==> config.mk <==
export PLATFORM = sky130hd
export DESIGN_NAME = vote_collector
export DESIGN_NICKNAME = d
export VERILOG_FILES = /design/src/rtl/vote_pkg.sv /design/src/rtl/vote_tally_seq.sv /design/src/rtl/vote_collector.sv
export SDC_FILE = /design/constraint.sdc
export NUM_CORES = 1
export LEC_CHECK = 0
export ABC_CLOCK_PERIOD_IN_PS = 2600
export CAP_MARGIN = 40
export CELL_PAD_IN_SITES_DETAIL_PLACEMENT = 1
export CELL_PAD_IN_SITES_GLOBAL_PLACEMENT = 2
export CORE_UTILIZATION = 32
export CTS_CLUSTER_DIAMETER = 30
export DETAILED_ROUTE_END_ITERATION = 16
export HOLD_SLACK_MARGIN = 0.05
export PLACE_DENSITY = 0.91
export SYNTH_ARGS = -nofsm -noshare
export SYNTH_HDL_FRONTEND = slang
export SYNTH_SLANG_ARGS = --single-unit
==> constraint.sdc <==
create_clock -name clk -period 2.6 [get_ports clk]
set_clock_uncertainty 0.15 [all_clocks]
set_input_delay 0.52 -clock clk [delete_from_list [all_inputs] [get_ports clk]]
set_output_delay 0.52 -clock clk [all_outputs]
set_load 0.005 [all_outputs]
==> src/rtl/vote_pkg.sv <==
// rtl/vote_pkg.sv - shared state encoding, default sizes and tally-width helper for the vote collector
package vote_pkg;

    typedef enum logic [1:0] {
        ST_IDLE,
        ST_OPEN,
        ST_TALLY,
        ST_DONE
    } vote_state_e;

    localparam int N_VOTERS_DEF = 5;
    localparam int THRESH_DEF   = 3;

    // Tally must hold the value N (everyone voted yes), hence n+1 codes.
    function automatic int cnt_width(input int n);
        return $clog2(n + 1);
    endfunction

endpackage

==> src/rtl/vote_tally_seq.sv <==
// rtl/vote_tally_seq.sv - serial tally: scans one input bit per cycle and accumulates the ones
module vote_tally_seq #(
    parameter int N_BITS = 5,
    parameter int CNT_W  = 3
) (
    input  logic              clk,
    input  logic              rst_n,
    input  logic              clear_i,
    input  logic              start_i,
    input  logic [N_BITS-1:0] bits_i,
    output logic [CNT_W-1:0]  count_o,
    output logic [CNT_W-1:0]  count_next_o,
    output logic              last_o
);
    localparam int IDX_W = (N_BITS > 1) ? $clog2(N_BITS) : 1;

    logic             run_q, run_d;
    logic [IDX_W-1:0] idx_q, idx_d;
    logic [CNT_W-1:0] count_q, count_d;

    always_comb begin
        run_d        = run_q;
        idx_d        = idx_q;
        count_d      = count_q;
        count_next_o = count_q + CNT_W'(bits_i[idx_q]);
        last_o       = run_q && (idx_q == IDX_W'(N_BITS - 1));
        if (clear_i || start_i) begin
            run_d   = start_i;
            idx_d   = '0;
            count_d = '0;
        end else if (run_q) begin
            count_d = count_next_o;
            idx_d   = idx_q + IDX_W'(1);
            if (last_o) begin
                run_d = 1'b0;
            end
        end
    end

    always_ff @(posedge clk) begin
        if (!rst_n) begin
            run_q   <= 1'b0;
            idx_q   <= '0;
            count_q <= '0;
        end else begin
            run_q   <= run_d;
            idx_q   <= idx_d;
            count_q <= count_d;
        end
    end

    assign count_o = count_q;

endmodule

==> src/rtl/vote_collector.sv <==
// rtl/vote_collector.sv - ballot front-end: collects one vote per voter, tallies serially, publishes result
module vote_collector
    import vote_pkg::*;
#(
    parameter int N_VOTERS    = N_VOTERS_DEF,
    parameter int ID_W        = 3,
    parameter int CNT_W       = cnt_width(N_VOTERS),
    parameter int THRESH      = THRESH_DEF,
    parameter int TIMEOUT_CYC = 1000
) (
    input  logic                clk,
    input  logic                rst_n,
    input  logic                start_i,
    input  logic                close_i,
    input  logic                vote_valid_i,
    output logic                vote_ready_o,
    input  logic [ID_W-1:0]     vote_id_i,
    input  logic                vote_val_i,
    output logic [N_VOTERS-1:0] ballot_o,
    output logic [N_VOTERS-1:0] voted_o,
    output logic [CNT_W-1:0]    count_o,
    output logic                result_o,
    output logic                done_o,
    output logic                busy_o,
    output logic                err_dup_o,
    output logic                err_id_o
);
    localparam int TO_W = $clog2(TIMEOUT_CYC + 2);
    localparam logic [TO_W-1:0] TO_LAST = TO_W'((TIMEOUT_CYC > 0) ? TIMEOUT_CYC - 1 : 0);

    vote_state_e         state_q, state_d;
    logic [N_VOTERS-1:0] ballot_q, ballot_d;
    logic [N_VOTERS-1:0] voted_q, voted_d;
    logic                result_q, result_d;
    logic                err_dup_q, err_dup_d;
    logic                err_id_q, err_id_d;
    logic [TO_W-1:0]     to_q, to_d;
    logic                tally_clear, tally_start, tally_last;
    logic [CNT_W-1:0]    tally_count, tally_next;
    logic                timeout_hit;

    assign timeout_hit = (TIMEOUT_CYC != 0) && (to_q == TO_LAST);

    always_comb begin
        state_d     = state_q;
        ballot_d    = ballot_q;
        voted_d     = voted_q;
        result_d    = result_q;
        to_d        = to_q;
        err_dup_d   = 1'b0;
        err_id_d    = 1'b0;
        tally_clear = 1'b0;
        tally_start = 1'b0;
        case (state_q)
            ST_IDLE: begin
                if (start_i) begin
                    state_d     = ST_OPEN;
                    ballot_d    = '0;
                    voted_d     = '0;
                    result_d    = 1'b0;
                    to_d        = '0;
                    tally_clear = 1'b1;
                end
            end
            ST_OPEN: begin
                to_d = (&to_q) ? to_q : to_q + TO_W'(1);
                if (vote_valid_i) begin
                    if (int'(vote_id_i) >= N_VOTERS) begin
                        err_id_d = 1'b1;
                    end else if (voted_q[vote_id_i]) begin
                        err_dup_d = 1'b1;
                    end else begin
                        voted_d[vote_id_i]  = 1'b1;
                        ballot_d[vote_id_i] = vote_val_i;
                    end
                end
                // voted_d already includes this cycle's vote, so it is recorded before closing.
                if (close_i || (&voted_d) || timeout_hit) begin
                    state_d     = ST_TALLY;
                    tally_start = 1'b1;
                end
            end
            ST_TALLY: begin
                if (tally_last) begin
                    state_d  = ST_DONE;
                    result_d = int'(tally_next) >= THRESH;
                end
            end
            ST_DONE: begin
                state_d = ST_IDLE;
            end
            default: begin
                state_d = ST_IDLE;
            end
        endcase
    end

    always_ff @(posedge clk) begin
        if (!rst_n) begin
            state_q   <= ST_IDLE;
            ballot_q  <= '0;
            voted_q   <= '0;
            result_q  <= 1'b0;
            err_dup_q <= 1'b0;
            err_id_q  <= 1'b0;
            to_q      <= '0;
        end else begin
            state_q   <= state_d;
            ballot_q  <= ballot_d;
            voted_q   <= voted_d;
            result_q  <= result_d;
            err_dup_q <= err_dup_d;
            err_id_q  <= err_id_d;
            to_q      <= to_d;
        end
    end

    vote_tally_seq #(
        .N_BITS (N_VOTERS),
        .CNT_W  (CNT_W)
    ) u_tally (
        .clk          (clk),
        .rst_n        (rst_n),
        .clear_i      (tally_clear),
        .start_i      (tally_start),
        .bits_i       (ballot_q),
        .count_o      (tally_count),
        .count_next_o (tally_next),
        .last_o       (tally_last)
    );

    assign vote_ready_o = (state_q == ST_OPEN);
    assign busy_o       = (state_q == ST_OPEN) || (state_q == ST_TALLY);
    assign done_o       = (state_q == ST_DONE);
    assign ballot_o     = ballot_q;
    assign voted_o      = voted_q;
    assign count_o      = tally_count;
    assign result_o     = result_q;
    assign err_dup_o    = err_dup_q;
    assign err_id_o     = err_id_q;

endmodule

==> metrics <==
outcome=complete, no violations; Cells after Synth=201; TritonRoute pass-1 iters=4; Max Slew Vio Count=0; Hold WC Path Type=reg2reg; TritonCTS clock tree=built; Total Power=about 1.4 mW; Synth Flop Type=dfxtp_1; Detailed Place HPWL=3.22 mm; die area=5830 µm²; reg2reg start=u_tally.idx_q[1]$_SDFFE_PP0P_; Synth Area in XOR/XNOR=0.0594; RSZ-0062 raised after global routing=no; fill count=644; postcts setup bufs=0; global-route wire length before repair=between 7 and 8 mm; Hold Crit Start=ballot_o[3]$_SDFFE_PN0P_; Post-Route WL=around 4.2 mm; mapped cell area=around 1800 µm²; WHS Endpoint=ballot_o[3]$_SDFFE_PN0P_; R2R Setup Slk=~0.36 ns; GR met2 Demand/Resource=0.234; CTS sink cnt=32; Layout Nets=258; Final Cycle Share=0.919; proportion of layout cells with a drive suffix above 1=0.100; Starting Density=0.340; max cap viols=0; Netlist cell types=44; average wire per cell in the routed design=~14 µm; worst-path fanout max=5; initial antenna violation count=0; Pleak=around 0.83 nW; Inserted Clock Buffers=5; most frequent cell after synthesis=dfxtp_1; H-tree lvl count=2; cells taking the most area after synthesis=dfxtp_1, ha_1, mux2i_1; Crit Path Category=in2reg; Yosys reg bits=32; Final ANT Viol Nets=0; buffer depth of the longest clock path=2; YS warnings=0; Most Crowded Layer GR=met2; post-synthesis simple-gate area fraction=0.270; GR Overflow Total=0; Synth async-reset ratio=0; row count=26; Placer Congestion=0.794; share of the synthesized area in the top cell type=0.362; clock slew at reported path FFs=0.07 ns; Setup crit end kind=flop; Synth Area per Inst=between 8 and 9 µm²; Final Hold Viols=0; met1 Use GR=0.205; Final TNS setup=0 ns; post-route DRC violation count=0; multiplexer area fraction after synthesis=0.0955; Clock Latency Late Sink=0.28 ns; port bufs=27; Post-synth EDFFs=0; min cycle time layout=between 2 and 2.5 ns; number of global-route vias before repair=approximately 1500; clock root cell=clkbuf_8; Synth Area in Adders=0.0708; Vias/cell=slightly below 5; io pins=28; CTS Hold Bufs=0; Synth area leader=dfxtp_1; CP startpoint kind=input port; antenna cells=0; Die H=76.3 µm; final setup fails=0; syn nets=220; largest net degree at the start of global routing=12; largest family of logic cells by synthesized area=simple AND/OR/NAND/NOR gates; core area=roughly 5200 µm²; Synth Area in Compound Gates=0.105; area delta synth->final=27.1%; Seq/Total Area, Yosys=0.362; Power Density=619 nW/µm²; Worst-Margin Slew=roughly 0.56 ns; worst r2r dst=result_o$_SDFFE_PN0P_; Slew HR=0.625; Post-synth top cells=dfxtp_1, nand2_1, nor2_1; DR iter-0 viols=66; die width=76.3 µm; Hold Path Depth=2; fmax=approximately 0.42 GHz; worst vdd ir=about 400 µV; grt met3 use=0.0347; crit path DAT=2.40 ns; r2r worst-path depth=9; WP data required=~2.6 ns; via count=roughly 1500; GRT Util Overall=0.152; Post-CTS Resized=0
## cell usage in the layout, fill, tap and decap left out, types with 2 or more instances in the layout
| cell | count |
|---|---|
| nand3_1 | 12 |
| clkdlybuf4s50_1 | 27 |
| nand4_1 | 2 |
| buf_4 | 10 |
| and3_1 | 2 |
| nand2_1 | 24 |
| mux2i_1 | 12 |
| o21a_1 | 3 |
| xnor2_1 | 10 |
| xor2_1 | 2 |
| clkbuf_8 | 5 |
| ha_1 | 10 |
| nor4_1 | 6 |
| and2_1 | 3 |
| nor2b_1 | 5 |
| nor2_1 | 16 |
| a21oi_1 | 4 |
| dfxtp_1 | 32 |
| a32o_1 | 2 |
| nor3_1 | 13 |
| inv_1 | 9 |
| o21ai_0 | 5 |
| nand2b_1 | 2 |
## where the power goes
part	internal, mW	total (mW)	switching, mW
sequential	0.520	0.558	0.0377
combinational	0.217	0.481	0.264
clock	0.182	0.351	0.170
## per-layer routing
layer | vias up | wire length, µm | share of wire
met5 | - | 0 | 0
met4 | 0 | 49 | 0.012
met3 | 2 | 138 | 0.033
met2 | 27 | 1860 | 0.44
met1 | 694 | 2140 | 0.51
li1 | 775 | - | -
## cell type report
| type | instances | area (µm²) | share of cell area |
|---|---|---|---|
| Clock buffer | 6 | 72.6 | 0.0323 |
| Tap cell | 70 | 87.6 | 0.0390 |
| Clock inverter | 1 | 5.00 | 0.00223 |
| Multi-Input combinational cell | 154 | 1060 | 0.473 |
| Inverter | 9 | 33.8 | 0.0150 |
| Sequential cell | 32 | 641 | 0.285 |
| Timing Repair Buffer | 37 | 345 | 0.154 |
## per-stage QoR
stage / instances / worst slack, ns / cell area (µm²) / hold slack (ns) / utilization
4_1_cts: 309 / 0.228 / 2250 / 0.345 / 0.432
3_5_place_dp: 302 / -0.0682 / 2170 / 0.333 / 0.417
2_1_floorplan: 201 / 0.522 / 1770 / 0.315 / -
3_3_place_gp: 302 / -0.0544 / 2170 / 0.316 / 0.417
6_report: 309 / 0.210 / 2250 / 0.338 / 0.432
5_1_grt: 309 / 0.120 / 2250 / 0.361 / 0.432
## sequential cells by signal, summed over array words and instances, names as in the netlist
signal,flops
state_q,2
err_id_o,1
voted_o,5
err_dup_o,1
result_o,1
to_q,10
ballot_o,5
u_tally.idx_q,3
u_tally.run_q,1
u_tally.count_o,3
## kinds of logic (layout without fill, tap and decap cells)
logic type / Yosys count / in the layout
simple gates: 94 / 94
xor+xnor: 12 / 12
compound gates: 23 / 23
buf+inv: 15 / 53
flops: 32 / 32
fa+ha+maj: 10 / 10
mux: 15 / 15
## worst max-delay path, cell delays in order
cell	delay (ns)
clkdlybuf4s50_1	0.53
mux2_2	0.36
a22o_4	0.27
o41ai_4	0.44
nand3b_1	0.15
mux2i_1	0.14
## worst max-delay path by stage
stage	start	end	cells past startpoint
floorplan	vote_id_i[0]	ballot_o[1]$_SDFFE_PN0P_	6
global placement	vote_id_i[0]	ballot_o[1]$_SDFFE_PN0P_	6
detailed placement	vote_id_i[0]	ballot_o[2]$_SDFFE_PN0P_	6
CTS	vote_id_i[0]	ballot_o[3]$_SDFFE_PN0P_	6
global route	vote_id_i[0]	ballot_o[0]$_SDFFE_PN0P_	6
finish	vote_id_i[0]	ballot_o[0]$_SDFFE_PN0P_	6
(Power assumes the default switching activity.)
